<file path="config.mk">
export PLATFORM = sky130hd
export DESIGN_NAME = pid_iterm_flat
export DESIGN_NICKNAME = d
export VERILOG_FILES = /design/src/rtl/pid_iterm_if.sv /design/src/rtl/pid_iterm.sv /design/src/flat_wrapper.sv
export SDC_FILE = /design/constraint.sdc
export NUM_CORES = 1
export LEC_CHECK = 0
export BUFFER_PORTS_ARGS = -buffer_cell sky130_fd_sc_hd__buf_2
export CAP_MARGIN = 20
export CORE_ASPECT_RATIO = 0.8
export CORE_UTILIZATION = 35
export CTS_CLUSTER_SIZE = 25
export DETAILED_ROUTE_END_ITERATION = 16
export GPL_ROUTABILITY_DRIVEN = 0
export SLEW_MARGIN = 0
export SYNTH_ARGS = -nofsm -noshare
export SYNTH_HDL_FRONTEND = slang
export SYNTH_SLANG_ARGS = --single-unit
</file>
<file path="constraint.sdc">
create_clock -name clk -period 2.8 [get_ports clk]
set_input_delay 0.56 -clock clk [delete_from_list [all_inputs] [get_ports clk]]
set_output_delay 0.56 -clock clk [all_outputs]
set_load 0.03 [all_outputs]
</file>
<file path="src/rtl/pid_iterm_if.sv">
`default_nettype none
// ============================================================================
//  Module   : pid_iterm_if
//  Brief    : Error-sample stream in, scaled integral term out.
//  Revision : 1.0 - initial release
// ============================================================================
interface pid_iterm_if #(
    parameter int ERR_W     = 10,
    parameter int ACC_W     = 16,
    parameter int OUT_SHIFT = 6
);
    logic signed [ERR_W-1:0]           err_sat;
    logic                              err_vld;
    logic                              moving;
    logic signed [ACC_W-OUT_SHIFT-1:0] I_term;
    logic                              I_vld;
    logic                              sat_flag;

    modport master (
        output err_sat, err_vld, moving,
        input  I_term, I_vld, sat_flag
    );

    modport slave (
        input  err_sat, err_vld, moving,
        output I_term, I_vld, sat_flag
    );
endinterface
`default_nettype wire

</file>
<file path="src/rtl/pid_iterm.sv">
`default_nettype none
// ============================================================================
//  Module   : pid_iterm
//  Brief    : Decimated, anti-windup clamped integrator producing the PID I term.
//  Revision : 1.0 - initial release
// ============================================================================
module pid_iterm #(
    parameter int ERR_W     = 10,
    parameter int ACC_W     = 16,
    parameter int OUT_SHIFT = 6,
    parameter int DECIM     = 4
) (
    input wire          clk,
    input wire          rst_n,
    pid_iterm_if.slave  bus
);

    localparam int CNT_W = (DECIM > 1) ? $clog2(DECIM) : 1;

    localparam logic [1:0] S_IDLE = 2'd0;
    localparam logic [1:0] S_RUN  = 2'd1;
    localparam logic [1:0] S_SAT  = 2'd2;

    localparam logic signed [ACC_W-1:0] c_pos_rail = {1'b0, {(ACC_W-1){1'b1}}};
    localparam logic signed [ACC_W-1:0] c_neg_rail = {1'b1, {(ACC_W-1){1'b0}}};

    logic signed [ACC_W-1:0] r_acc;
    logic [1:0]              r_state;
    logic                    r_sat;
    logic                    r_vld;

    logic                    w_wrap;
    logic                    w_int;
    logic signed [ACC_W-1:0] w_err_ext;
    logic signed [ACC_W-1:0] w_sum;
    logic                    w_ovf;
    logic signed [ACC_W-1:0] w_rail;

    // Only the pulse that wraps the decimation counter integrates.
    generate
        if (DECIM == 1) begin : g_no_decim
            assign w_wrap = 1'b1;
        end else begin : g_decim
            logic [CNT_W-1:0] r_cnt;

            always_ff @(posedge clk or negedge rst_n) begin
                if (!rst_n) begin
                    r_cnt <= '0;
                end else if (!bus.moving) begin
                    r_cnt <= '0;
                end else if (bus.err_vld) begin
                    r_cnt <= r_cnt + CNT_W'(1);
                end
            end

            assign w_wrap = (r_cnt == CNT_W'(DECIM - 1));
        end
    endgenerate

    assign w_int     = bus.moving && bus.err_vld && w_wrap;
    assign w_err_ext = {{(ACC_W-ERR_W){bus.err_sat[ERR_W-1]}}, bus.err_sat};
    assign w_sum     = r_acc + w_err_ext;
    assign w_ovf     = (r_acc[ACC_W-1] == w_err_ext[ACC_W-1]) &&
                       (w_sum[ACC_W-1] != r_acc[ACC_W-1]);
    // Operands share a sign on overflow, so the accumulator sign picks the rail.
    assign w_rail    = r_acc[ACC_W-1] ? c_neg_rail : c_pos_rail;

    always_ff @(posedge clk or negedge rst_n) begin
        if (!rst_n) begin
            r_acc   <= '0;
            r_state <= S_IDLE;
            r_sat   <= 1'b0;
            r_vld   <= 1'b0;
        end else if (!bus.moving) begin
            r_acc   <= '0;
            r_state <= S_IDLE;
            r_sat   <= 1'b0;
            r_vld   <= 1'b0;
        end else begin
            r_vld <= w_int;
            if (w_int) begin
                if (w_ovf) begin
                    r_acc   <= w_rail;
                    r_state <= S_SAT;
                    r_sat   <= 1'b1;
                end else begin
                    r_acc   <= w_sum;
                    r_state <= S_RUN;
                    r_sat   <= 1'b0;
                end
            end else if (r_state == S_IDLE) begin
                r_state <= S_RUN;
            end
        end
    end

    assign bus.I_term   = r_acc[ACC_W-1:OUT_SHIFT];
    assign bus.I_vld    = r_vld;
    assign bus.sat_flag = r_sat;

endmodule
`default_nettype wire

</file>
<file path="src/flat_wrapper.sv">
// flat-port wrapper written by rule: the top's interface ports become plain ports
module pid_iterm_flat 
#(
    parameter int ERR_W     = 10,
    parameter int ACC_W     = 16,
    parameter int OUT_SHIFT = 6,
    parameter int DECIM     = 4
)
  (clk, rst_n, bus_err_sat, bus_err_vld, bus_moving, bus_I_term, bus_I_vld, bus_sat_flag);
  pid_iterm_if #(.ERR_W(ERR_W), .ACC_W(ACC_W), .OUT_SHIFT(OUT_SHIFT)) bus_i ();
  input wire clk;
  input wire rst_n;
  input wire logic [$bits(bus_i.err_sat)-1:0] bus_err_sat;
  input wire logic [$bits(bus_i.err_vld)-1:0] bus_err_vld;
  input wire logic [$bits(bus_i.moving)-1:0] bus_moving;
  output wire logic [$bits(bus_i.I_term)-1:0] bus_I_term;
  output wire logic [$bits(bus_i.I_vld)-1:0] bus_I_vld;
  output wire logic [$bits(bus_i.sat_flag)-1:0] bus_sat_flag;
  assign bus_i.err_sat = bus_err_sat;
  assign bus_i.err_vld = bus_err_vld;
  assign bus_i.moving = bus_moving;
  assign bus_I_term = bus_i.I_term;
  assign bus_I_vld = bus_i.I_vld;
  assign bus_sat_flag = bus_i.sat_flag;
  pid_iterm #(.ERR_W(ERR_W), .ACC_W(ACC_W), .OUT_SHIFT(OUT_SHIFT), .DECIM(DECIM)) u_core (.clk(clk), .rst_n(rst_n), .bus(bus_i));
endmodule
</file>
# ---- Word level (Yosys, flattened, before mapping)
# Index checks and enable logic that the tools add are counted.
dict set report word_totals {
  regBits 20
  inputBits 14
  output_inout_bits 12
}
dict set report classes {
  n_addsub 2
  eq_ne 5
  muxes 10
  reduce_logical 3
}
# op count
set op_table {}
lappend op_table {{two-way mux 16 bit} 4}
lappend op_table {{adder 16 x 10 -> 16 bit} 1}
lappend op_table {{two-way mux 1 bit} 4}
lappend op_table {{two-way mux 2 bit} 2}
lappend op_table {{logical AND 1 bit} 3}
lappend op_table {{adder 2 x 1 -> 2 bit (second input constant)} 1}
lappend op_table {{== test 2 bit (second input constant)} 1}
lappend op_table {{inequality test 2 x 1 -> 1 bit (second input constant)} 1}
lappend op_table {{inequality test 2 bit (second input constant)} 1}
lappend op_table {{== test 1 bit} 1}
lappend op_table {{inequality test 1 bit} 1}

# ---- Longest topological paths before layout
# Gate-level depths: netlist of run 1.
dict set report depth {
  depth_word 6
  depth_mapped 8
}

# ---- Least setup slack after synthesis of run 1
# Ideal clock, no wire load.
dict set report synth_path {
  kind {input -> register}
  from {in bus_err_sat[0]}
  to {reg u_core.r_acc[12]}
  setup_time_ps 135
  arrival_time_ps 2377
  path_slack_ps 288
  path_stages 8
  cell_sequence {ha_1 fa_1 a21o_1 a221oi_1 a221oi_1 mux2i_1 xor2_1 a31oi_1}
}
dict set report synth_between {
  elab_chain_cells 6
}
# item line_no
set synth_lines {}
lappend synth_lines {{start: declaration} flat_wrapper.sv:13} ;# input wire logic [$bits(bus_i.err_sat)-1:0] bus_err_sat;
lappend synth_lines {{adder 16 x 10 -> 16 bit (*)} pid_iterm.sv:62} ;# assign w_sum = r_acc + w_err_ext;
lappend synth_lines {{inequality test 1 bit} pid_iterm.sv:64} ;# (w_sum[ACC_W-1] != r_acc[ACC_W-1]);
lappend synth_lines {{logical AND 1 bit} pid_iterm.sv:63} ;# assign w_ovf = (r_acc[ACC_W-1] == w_err_ext[ACC_W-1]) &&
lappend synth_lines {{two-way mux 16 bit (*)} pid_iterm.sv:82} ;# if (w_ovf) begin
lappend synth_lines {{two-way mux 16 bit (*)} pid_iterm.sv:81} ;# if (w_int) begin
lappend synth_lines {{two-way mux 16 bit (*)} pid_iterm.sv:74} ;# end else if (!bus.moving) begin
lappend synth_lines {{end signal: assignment} pid_iterm.sv:83} ;# r_acc <= w_rail;
lappend synth_lines {{end signal: assignment} pid_iterm.sv:87} ;# r_acc <= w_sum;
lappend synth_lines {{end: declaration} pid_iterm.sv:27} ;# logic signed [ACC_W-1:0] r_acc;
# Mark *: on every way between the ends. The rest lies on a longest branch, timed or not. The select of a mux whose other input is x is not followed.
# A chain may end at the register's enable or synchronous reset.

# ---- Final worst setup path of run 1
dict set report layout_path {
  from {in bus_err_sat[9]}
  to {reg u_core.r_acc[5]}
}
dict set report layout_between {
  elab_chain_cells 6
}
# item line_no
set layout_lines {}
lappend layout_lines {{adder 16 x 10 -> 16 bit} pid_iterm.sv:62}
lappend layout_lines {{inequality test 1 bit} pid_iterm.sv:64}
lappend layout_lines {{logical AND 1 bit (*)} pid_iterm.sv:63}
lappend layout_lines {{two-way mux 16 bit (*)} pid_iterm.sv:82}
lappend layout_lines {{two-way mux 16 bit (*)} pid_iterm.sv:81}
lappend layout_lines {{two-way mux 16 bit (*)} pid_iterm.sv:74}
# Marks and branches as above.

==> Flow_metrics.wiki, run 1 <==
{| class="wikitable"
! Metric !! Value
|-
| Slowest CP cell || sky130_fd_sc_hd__ha_1
|-
| First-pass iteration count of the detailed router || 4
|-
| Status || finished clean
|-
| Clock transition at the registers of the reported paths || 0.09 ns
|-
| Count of unresolved DRC violations after routing || 0
|-
| Number of setup violations in the final report || 0
|-
| Maximum ir drop on the vdd rail || 0.191 mV
|-
| Placed insts || 248
|-
| CTS tree || yes
|-
| CTS H-Tree Depth || 1
|-
| Max-slew headroom at the worst pin || 53.8%
|-
| Main area contributors after synthesis || sky130_fd_sc_hd__dfrtp_1 31%, sky130_fd_sc_hd__ha_1 12%, sky130_fd_sc_hd__a21oi_1 6.5%
|-
| Global routing usage summed across all routing layers || 16.2%
|-
| Standby leakage power || 0.925 nW
|-
| Sequential cell area fraction in the yosys report || 30.9%
|-
| Worst Max-Slew Pin Slew || 0.693 ns
|-
| Final instance count without filler cells || 252
|-
| Crit path launch type || input port
|-
| Comb pwr share || 14.2%
|-
| CP endpoint kind || flop
|-
| Post-Place Setup Slack || 0.0313 ns
|-
| Final Worst Setup Slack || 0.305 ns
|-
| Routed vias || 1370
|-
| Internal power of the cells || 523 uW
|-
| Share of total power in the clock network || 43.6%
|-
| Setup repair after global routing missed its margin || no
|-
| Power dissipated by switching net loads || 182 uW
|-
| Max frequency || 401 MHz
|-
| EDFF count, synth || 0
|-
| Worst path buffer plus inverter count || 2
|-
| Total number of placement rows || 21
|-
| Worst skew pair latency || 0.27 ns
|-
| Post-detailed-route wirelength per cell || 14.9 um
|-
| Hold Fails Final Rpt || 0
|-
| Resized cells post-CTS || 0
|-
| Final Max Slew Viols || 0
|-
| Number of buffers inserted by hold repair at cts || 0
|-
| Worst Setup Path Type || input port to flop
|-
| Time the worst path needs with I/O delays and setup || 2.50 ns
|-
| Crit path max-delay family || compound AO/OA/AOI/OAI gates
|-
| Maximum number of pins on one net before global-route repair || 21
|-
| Data arrival time at the worst-slack endpoint || 2.66 ns
|-
| Worst hold slack after final layout || 0.233 ns
|-
| Cell breakdown of the critical path || buf_2 -> ha_1 -> a21oi_1 -> o21ai_0 -> o21ba_2 -> a211o_1 -> nor3_4 -> buf_4 -> a221o_1
|-
| Fillers || 437
|-
| Most frequently used flop master after synthesis || sky130_fd_sc_hd__dfrtp_1
|-
| Total power density per cell area || 381 nW/um^2
|-
| Flop and latch count out of synthesis || 20
|-
| Die ar. || 4900 um^2
|-
| Count leader, synth || sky130_fd_sc_hd__a21oi_1
|-
| Port Buffers || 25
|-
| Synthesized area per cell || 9.41 um^2
|-
| Placeable core region || 4310 um^2
|-
| Async S/R FF share, synth || 100%
|-
| Sink count of the clock tree || 20
|-
| Routed Wire Length || 3760 um
|-
| Total nets after synthesis || 203
|-
| Placed wire-length estimate || 2800 um
|-
| Initial cell density of the core || 37.5%
|-
| Worst min-delay path category || input port to asynchronous set/reset pin
|-
| Number of max-cap violations || 0
|-
| Cell count after synthesis || 172
|-
| Number of vias per cell after detailed routing || 5.44
|-
| Number of top-level pins || 26
|-
| Number of antenna violations at the first check in global routing || 0
|-
| Sequential Power Share || 42.2%
|-
| Proportion of total power due to net switching || 25.8%
|-
| Total clock buffers created by CTS || 3
|-
| Layout overhead on the synthesized area || 14.4%
|-
| Bufs on Longest Clock Path || 2
|-
| Clock tree root buffer cell || sky130_fd_sc_hd__clkbuf_8
|-
| Total Power || 706 uW
|-
| Setup_tns || 0 ns
|-
| Share of cells above drive strength 1 || 21.0%
|-
| Clock skew after layout || 0.00478 ns
|-
| Count of yosys warnings during synthesis || 0
|-
| Largest incremental delay on the critical path || 0.34 ns
|-
| Vertical die dimension || 62.8 um
|-
| Initial DRC Count || 67
|-
| Post-CTS setup buffer count || 0
|-
| Nets || 227
|-
| Cell taking the most area after synthesis || sky130_fd_sc_hd__dfrtp_1
|-
| Mapped Area || 1620 um^2
|-
| Number of distinct standard cells referenced by the synthesized netlist || 33
|-
| Max FO, Critical Path || 12
|-
| Global-route wire length before repair || 6130 um
|-
| Top cell type's share of synthesized area || 30.9%
|-
| Die extent in x || 78.0 um
|-
| Source of the critical timing path || bus_err_sat[9]
|-
| Crit share post-route || 89.1%
|-
| Reg-to-reg critical path startpoint || u_core.r_acc[12]
|-
| Data required, critical path || 2.96 ns
|-
| Inserted Diodes || 0
|-
| Total gr overflow || 0
|-
| Number of global-route vias before repair || 1270
|-
| Final ANT Viol Nets || 0
|-
| Top cell types by occurrence after synthesis || 21 x sky130_fd_sc_hd__a21oi_1, 20 x sky130_fd_sc_hd__dfrtp_1, 18 x sky130_fd_sc_hd__nand2_1, 16 x sky130_fd_sc_hd__ha_1, 12 x sky130_fd_sc_hd__o21ai_0
|}
-- cell families (layout without fill, tap and decap cells) --
| family | after synthesis | after routing | share of synthesized area, % |
|---|---|---|---|
| AO/OA/AOI/OAI | 68 | 68 | 29.3 |
| XOR/XNOR | 14 | 14 | 7.58 |
| adder cells (fa/ha/maj) | 17 | 17 | 13.6 |
| buffers and inverters | 16 | 39 | 6.34 |
| flip-flops | 20 | 20 | 30.9 |
| multiplexers | 2 | 2 | 1.24 |
| AND/OR/NAND/NOR | 35 | 35 | 11.0 |
-- sequential cells by signal, summed over array words and instances (netlist names) --
register,count
u_core.r_acc,16
u_core.bus.I_vld,1
u_core.bus.sat_flag,1
u_core.g_decim.r_cnt,2
-- power by group through the flow --
stage | combinational (mW) | clock (mW) | sequential [mW]
after floorplan | 0.0654 | 0 | 0.303
after global placement | 0.0997 | 0 | 0.303
after detailed placement | 0.0999 | 0 | 0.304
after CTS | 0.101 | 0.313 | 0.298
after global routing | 0.112 | 0.323 | 0.299
final | 0.100 | 0.308 | 0.298
-- cell type report --
type                            instances  area [um^2]  area share (%)
Inverter                                2         7.51           0.406
Clock inverter                          1         30.0            1.62
Timing Repair Buffer                   33          185            10.0
Sequential cell                        20          500            27.0
Clock buffer                            3         41.3            2.23
Multi-Input combinational cell        136         1010            54.8
Tap cell                               57         71.3            3.85
-- path summary, 6_finish.rpt --
check                                          endpoint  slack, ns  depth (start not counted)
worst max-delay path                    u_core.r_acc[5]       0.30                          9
worst min-delay path            u_core.g_decim.r_cnt[0]       0.23                          1
worst min register to register          u_core.r_acc[3]       0.53                          1
worst max register to register          u_core.r_acc[5]       0.36                          8
max in group asynchronous              u_core.r_acc[14]       2.24                          1
min in group clk                        u_core.r_acc[3]       0.53                          1
-- worst reg2reg max path, stage by stage (launching register included) --
cell	delay [ns]
sky130_fd_sc_hd__dfrtp_1	0.42
sky130_fd_sc_hd__ha_1	0.38
sky130_fd_sc_hd__a21oi_1	0.29
sky130_fd_sc_hd__o21ai_0	0.13
sky130_fd_sc_hd__o21ba_2	0.30
sky130_fd_sc_hd__a211o_1	0.31
sky130_fd_sc_hd__nor3_4	0.05
sky130_fd_sc_hd__buf_4	0.18
sky130_fd_sc_hd__a221o_1	0.27
-- metal layers --
layer	wire (um)	vias up	global-route usage (%)
met5	0	-	0
met4	37	0	4.17
met3	193	5	3.94
met2	1410	35	21.6
met1	2120	638	25.3
li1	-	692	-
-- metrics by stage --
stage / util [%] / cell area [um^2]
CTS: 42.9 / 1850
global placement: 41.3 / 1780
global route: 42.9 / 1850
detailed placement: 41.3 / 1780
finish: 42.9 / 1850
floorplan: - / 1620
-- cell usage in the layout, fill, tap and decap left out, drive strengths merged --
master / count
nor2: 3
o21ba: 1
a221oi: 2
buf: 33
mux2i: 2
o21ai: 12
a21oi: 21
ha: 16
dfrtp: 20
a221o: 10
nand4: 1
a211oi: 4
nand3: 3
xnor2: 5
fa: 1
inv: 2
a2111oi: 1
and3: 1
o21a: 2
a31oi: 5
a211o: 1
nor3: 2
nand2b: 1
a21o: 4
nor2b: 3
o2111ai: 1
nand2: 18
o211ai: 4
clkbuf: 3
bufinv: 1
and2: 3
xor2: 9
Note: power is estimated with default switching activity, not from simulation.
==> run 2: changes to the inputs <==
--- a/config.mk
+++ b/config.mk
@@ -8,10 +8,11 @@
 export BUFFER_PORTS_ARGS = -buffer_cell sky130_fd_sc_hd__buf_2
 export CAP_MARGIN = 20
 export CORE_ASPECT_RATIO = 0.8
-export CORE_UTILIZATION = 35
+export CORE_UTILIZATION = 51
 export CTS_CLUSTER_SIZE = 25
 export DETAILED_ROUTE_END_ITERATION = 16
 export GPL_ROUTABILITY_DRIVEN = 0
+export PLACE_DENSITY = 0.73
 export SLEW_MARGIN = 0
 export SYNTH_ARGS = -nofsm -noshare
 export SYNTH_HDL_FRONTEND = slang
==> run 2 against run 1 <==
- utilization rose by 23 points
- fmax decreased by 7.0%
- first-iteration DRC count grew 10%
- critical path depth down 1
- final cell count down 4.0%
- global-route usage increased by 12 points
- non-clock buffer count up 9
- register-to-register slack lost 0.24 ns
- combinational power rose by 15%
- hold slack better by 0.0069 ns
- final area grew 2.6%
- total power is 0.69% higher
- critical path type is now flop to flop
- largest cell class unchanged
==> Flow_metrics.wiki, run 2 (synthesis gave the netlist of run 1 again) <==
{| class="wikitable"
! Metric !! Value
|-
| CP endpoint kind || flop
|-
| Crit share post-route || 95.8%
|-
| Number of global-route vias before repair || 1512
|-
| Crit path max-delay family || compound AO/OA/AOI/OAI gates
|-
| CTS tree || yes
|-
| Global routing usage summed across all routing layers || 28.1%
|-
| Cell breakdown of the critical path || ha_1 -> a21oi_1 -> o211ai_1 -> a21oi_1 -> and2_1 -> nor3_4 -> buf_4 -> a221o_1
|-
| Worst hold slack after final layout || 0.240 ns
|-
| Total power density per cell area || 374 nW/um^2
|-
| Bufs on Longest Clock Path || 2
|-
| CTS H-Tree Depth || 1
|-
| Inserted Diodes || 0
|-
| Most numerous cell on the critical path || sky130_fd_sc_hd__a21oi_1
|-
| Number of max-cap violations || 0
|-
| Max FO, Critical Path || 10
|-
| Vertical die dimension || 52.4 um
|-
| Total gr overflow || 0
|-
| Final ANT Viol Nets || 0
|-
| Number of vias per cell after detailed routing || 6.13
|-
| Standby leakage power || 0.966 nW
|-
| Time the worst path needs with I/O delays and setup || 2.68 ns
|-
| Clock transition at the registers of the reported paths || 0.08 ns
|-
| Setup repair after global routing missed its margin || no
|-
| Total clock buffers created by CTS || 3
|-
| Die ar. || 3400 um^2
|-
| Worst min-delay path category || input port to asynchronous set/reset pin
|-
| Data required, critical path || 2.95 ns
|-
| Number of top-level pins || 26
|-
| Global-route wire length before repair || 7140 um
|-
| Nets || 236
|-
| Die extent in x || 65.0 um
|-
| Final Max Slew Viols || 0
|-
| Worst Max-Slew Pin Slew || 0.743 ns
|-
| Worst skew pair latency || 0.27 ns
|-
| Biggest regs || u_core.r_acc x16, u_core.g_decim.r_cnt x2
|-
| Post-detailed-route wirelength per cell || 17.5 um
|-
| Routed vias || 1484
|-
| Maximum ir drop on the vdd rail || 0.269 mV
|-
| Share of cells above drive strength 1 || 25.0%
|-
| Status || finished clean
|-
| Commonest non-fill, non-tap cells in the layout || 25 x sky130_fd_sc_hd__buf_2, 20 x sky130_fd_sc_hd__a21oi_1, 20 x sky130_fd_sc_hd__dfrtp_1
|-
| Post-CTS setup buffer count || 0
|-
| First-pass iteration count of the detailed router || 4
|-
| FF-to-FF path depth || 8
|-
| Top reg by flops || u_core.r_acc
|-
| Maximum number of pins on one net before global-route repair || 21
|-
| Number of buffers inserted by hold repair at cts || 0
|-
| Wire length on met1 || 1910 um
|-
| Sink count of the clock tree || 20
|-
| Count of unresolved DRC violations after routing || 0
|-
| Max frequency || 373 MHz
|-
| Number of antenna violations at the first check in global routing || 0
|-
| Clock skew after layout || 0.00609 ns
|-
| Most common library cell in the layout ignoring fill and taps || sky130_fd_sc_hd__buf_2
|-
| Hold Fails Final Rpt || 0
|-
| Fillers || 238
|-
| Placed insts || 238
|-
| Sequential standard cell area || 500 um^2
|-
| Slowest CP cell || sky130_fd_sc_hd__a21oi_1
|-
| Met2 layer wire length in the routed design || 2080 um
|-
| Topmost layer with routed signal wires || met4
|-
| Crit path launch type || flop
|-
| Routed Wire Length || 4240 um
|-
| Max-slew headroom at the worst pin || 50.5%
|-
| Data arrival time at the worst-slack endpoint || 2.83 ns
|-
| Worst path buffer plus inverter count || 1
|-
| Final instance count without filler cells || 242
|-
| Area used by multi-input combinational logic || 1020 um^2
|-
| Setup_tns || 0 ns
|-
| Critical path depth || 8
|-
| Cell area after layout || 1900 um^2
|-
| Met3 WL post-DR || 194 um
|-
| Worst Setup Path Type || flop to flop
|-
| Placed wire-length estimate || 3180 um
|-
| Port Buffers || 25
|-
| Initial DRC Count || 74
|-
| Number of setup violations in the final report || 0
|-
| Clock tree root buffer cell || sky130_fd_sc_hd__clkbuf_8
|-
| Number of flip-flops in the largest register || 16
|-
| Initial cell density of the core || 55.9%
|-
| Layout overhead on the synthesized area || 17.3%
|-
| Total number of placement rows || 17
|-
| Post-route core utilization || 65.6%
|-
| Instance area after placement || 1820 um^2
|-
| Placeable core region || 2890 um^2
|-
| Largest incremental delay on the critical path || 0.44 ns
|}
run 2: cell type report:
type | count | share of cell area (%)
inverters | 2 | 0.396
flip-flops and latches | 20 | 26.4
multi-input cells | 136 | 53.7
repair buffers | 42 | 13.3
clock inverters | 1 | 1.58
well taps | 38 | 2.50
clock buffers | 3 | 2.18
run 2: timing repair:
action	in CTS	in global routing
endpoints found under the setup margin	13	0
gates resized for setup	1	0
endpoints found under the hold margin	0	0
run 2: worst paths after layout:
check / start / to / slack, ns
setup / recovery: u_core.r_acc[6] / u_core.r_acc[6] / 0.12
hold / removal: rst_n / u_core.r_acc[5] / 0.24
setup reg to reg: u_core.r_acc[6] / u_core.r_acc[6] / 0.12
hold reg to reg: u_core.r_acc[5] / u_core.r_acc[5] / 0.53
max in group asynchronous: rst_n / u_core.r_acc[12] / 2.23
min in group clk: u_core.r_acc[5] / u_core.r_acc[5] / 0.53
run 2: power breakdown:
group          internal (mW)  switching, mW  leakage [nW]
Combinational         0.0483         0.0667         0.653
Clock                  0.191          0.107        0.0357
Sequential             0.294        0.00417         0.278
run 2: routing by layer:
metal / vias to the layer above / GRT usage, %
met1: 714 / 35.4
met5: - / 0
met3: 6 / 4.78
met2: 57 / 48.1
met4: 0 / 10.7
li1: 707 / -
run 2: per-stage QoR:
step	power (mW)	worst slack, ns
2_1_floorplan	0.369	0.288
3_3_place_gp	0.411	-0.0858
3_5_place_dp	0.417	-0.245
4_1_cts	0.717	0.178
5_1_grt	0.740	0.0246
6_report	0.711	0.118
run 2: worst register-to-register path, cell delays in order, from the launching register on:
cell and delay (ns):
sky130_fd_sc_hd__dfrtp_1 0.40, sky130_fd_sc_hd__ha_1 0.35, sky130_fd_sc_hd__a21oi_1 0.44, sky130_fd_sc_hd__o211ai_1 0.25, sky130_fd_sc_hd__a21oi_1 0.34, sky130_fd_sc_hd__and2_1 0.26, sky130_fd_sc_hd__nor3_4 0.06, sky130_fd_sc_hd__buf_4 0.19
sky130_fd_sc_hd__a221o_1 0.28
==> run 3: changes to the inputs <==
--- a/config.mk
+++ b/config.mk
@@ -8,11 +8,12 @@
 export BUFFER_PORTS_ARGS = -buffer_cell sky130_fd_sc_hd__buf_2
 export CAP_MARGIN = 20
 export CORE_ASPECT_RATIO = 0.8
-export CORE_UTILIZATION = 51
+export CORE_UTILIZATION = 56
 export CTS_CLUSTER_SIZE = 25
 export DETAILED_ROUTE_END_ITERATION = 16
 export GPL_ROUTABILITY_DRIVEN = 0
-export PLACE_DENSITY = 0.73
+export GPL_TIMING_DRIVEN = 0
+export PLACE_DENSITY = 0.79
 export SLEW_MARGIN = 0
 export SYNTH_ARGS = -nofsm -noshare
 export SYNTH_HDL_FRONTEND = slang
==> run 3 against run 2 <==
- highest routed layer is now met3
- critical endpoint is now u_core.r_acc[14]
- largest cell class unchanged
- non-clock buffer count shrank 3
- register-to-register slack about the same
- fmax hardly changed
- global-route usage decreased by 1.6 points
- critical path type unchanged
- total power decreased by 9.4%
- largest power group unchanged
==> Flow_metrics.wiki, run 3 (synthesis gave the netlist of run 1 again) <==
{| class="wikitable"
! Metric !! Value
|-
| Number of max-cap violations || 0
|-
| Resized cells post-CTS || 0
|-
| Worst path buffer plus inverter count || 0
|-
| Number of global-route vias before repair || 1392
|-
| Final Max Slew Viols || 0
|-
| Final instance count without filler cells || 239
|-
| Bufs on Longest Clock Path || 2
|-
| Maximum ir drop on the vdd rail || 0.342 mV
|-
| Inserted Diodes || 0
|-
| Reg-to-reg critical path startpoint || u_core.r_acc[0]
|-
| Worst min-delay path category || input port to asynchronous set/reset pin
|-
| Max frequency || 373 MHz
|-
| Clock skew after layout || 0.00151 ns
|-
| Setup_tns || 0 ns
|-
| Number of setup violations in the final report || 0
|-
| Die ar. || 3110 um^2
|-
| Share of cells above drive strength 1 || 22.4%
|-
| Source of the critical timing path || u_core.r_acc[0]
|-
| Status || finished clean
|-
| Data required, critical path || 3.00 ns
|-
| First-pass iteration count of the detailed router || 4
|-
| Worst Setup Path Type || flop to flop
|-
| Cell area after layout || 1840 um^2
|-
| Max FO, Critical Path || 4
|-
| Count of unresolved DRC violations after routing || 0
|-
| Worst-case register-to-register setup slack || 0.12 ns
|-
| Final Worst Setup Slack || 0.116 ns
|-
| Largest incremental delay on the critical path || 0.56 ns
|-
| Vertical die dimension || 50.1 um
|-
| Post-CTS setup buffer count || 0
|-
| Layout overhead on the synthesized area || 13.9%
|-
| Global-route wire length before repair || 6040 um
|-
| Time the worst path needs with I/O delays and setup || 2.68 ns
|-
| Area used by multi-input combinational logic || 1010 um^2
|-
| Crit path max-delay family || compound AO/OA/AOI/OAI gates
|-
| Clock tree root buffer cell || sky130_fd_sc_hd__clkbuf_4
|-
| Crit share post-route || 95.9%
|-
| Routed Wire Length || 3640 um
|-
| Clock transition at the registers of the reported paths || 0.12 ns
|-
| Total gr overflow || 0
|-
| Total power density per cell area || 349 nW/um^2
|-
| Port Buffers || 25
|-
| Setup repair after global routing missed its margin || no
|-
| Placed wire-length estimate || 2720 um
|-
| Slowest CP cell || sky130_fd_sc_hd__a221oi_1
|-
| Standby leakage power || 0.945 nW
|-
| Most numerous cell on the critical path || sky130_fd_sc_hd__a31oi_1
|-
| Nets || 233
|-
| Die extent in x || 62.1 um
|-
| Final ANT Viol Nets || 0
|-
| Placed insts || 235
|-
| Worst Max-Slew Pin Slew || 0.633 ns
|-
| Commonest non-fill, non-tap cells in the layout || 26 x sky130_fd_sc_hd__buf_2, 21 x sky130_fd_sc_hd__a21oi_1, 20 x sky130_fd_sc_hd__dfrtp_1
|-
| CTS H-Tree Depth || 1
|-
| Placeable core region || 2740 um^2
|-
| Number of top-level pins || 26
|-
| Cell breakdown of the critical path || ha_1 -> fa_1 -> a21o_1 -> a221oi_1 -> o211ai_1 -> a31oi_1 -> xor2_1 -> a31oi_1
|-
| Global routing usage summed across all routing layers || 26.5%
|-
| Crit path launch type || flop
|-
| Most common library cell in the layout ignoring fill and taps || sky130_fd_sc_hd__buf_2
|-
| Initial cell density of the core || 59.0%
|-
| Hold Fails Final Rpt || 0
|-
| Biggest regs || u_core.r_acc x16, u_core.g_decim.r_cnt x2
|-
| Fillers || 229
|-
| CP endpoint kind || flop
|-
| Sink count of the clock tree || 20
|-
| Routed vias || 1438
|-
| Instance area after placement || 1790 um^2
|-
| Post-detailed-route wirelength per cell || 15.2 um
|-
| CTS tree || yes
|-
| Number of antenna violations at the first check in global routing || 0
|-
| Number of flip-flops in the largest register || 16
|-
| Total number of placement rows || 17
|-
| Sequential standard cell area || 500 um^2
|-
| Post-Place Setup Slack || -0.0875 ns
|-
| Max-slew headroom at the worst pin || 57.8%
|-
| Data arrival time at the worst-slack endpoint || 2.88 ns
|-
| Initial DRC Count || 80
|-
| Worst skew pair latency || 0.31 ns
|-
| Number of buffers inserted by hold repair at cts || 0
|-
| Number of vias per cell after detailed routing || 6.02
|-
| Maximum number of pins on one net before global-route repair || 21
|-
| Total clock buffers created by CTS || 3
|-
| Top reg by flops || u_core.r_acc
|}
==> run 3: final cells by class <==
class / instances / area share (%)
tap: 38 / 2.58
multi-input combinational: 136 / 55.1
clock inverter: 1 / 1.63
clock buffer: 3 / 1.22
timing repair buffer: 25 / 6.79
buffer: 14 / 5.16
inverter: 2 / 0.407
sequential: 20 / 27.2
==> run 3: worst paths after layout <==
check                                       to  cells past startpoint
setup / recovery              u_core.r_acc[14]                      8
hold / removal                 u_core.r_acc[0]                      1
setup reg to reg              u_core.r_acc[14]                      8
hold reg to reg                u_core.r_acc[5]                      1
max in group asynchronous     u_core.r_acc[10]                      1
min in group clk           u_core.bus.sat_flag                      3
==> run 3: stage by stage <==
| stage | hold slack (ns) | utilization, % | power, mW |
|---|---|---|---|
| after floorplan | 0.264 | - | 0.369 |
| after global placement | 0.503 | 65.3 | 0.398 |
| after detailed placement | 0.507 | 65.3 | 0.403 |
| after CTS | 0.183 | 67.2 | 0.646 |
| after global routing | 0.199 | 67.2 | 0.672 |
| final | 0.174 | 67.2 | 0.644 |
==> run 3: power by group <==
part	switching, mW	internal, mW
logic	0.0616	0.0389
clock network	0.100	0.145
registers	0.00395	0.294
total	0.166	0.478
==> run 3: per-layer routing <==
metal	up-vias	global-route usage (%)	wire length, um
met4	0	5.56	0
met5	-	0	0
met3	0	6.04	236
met2	55	42.4	1770
li1	705	-	-
met1	678	36.1	1620
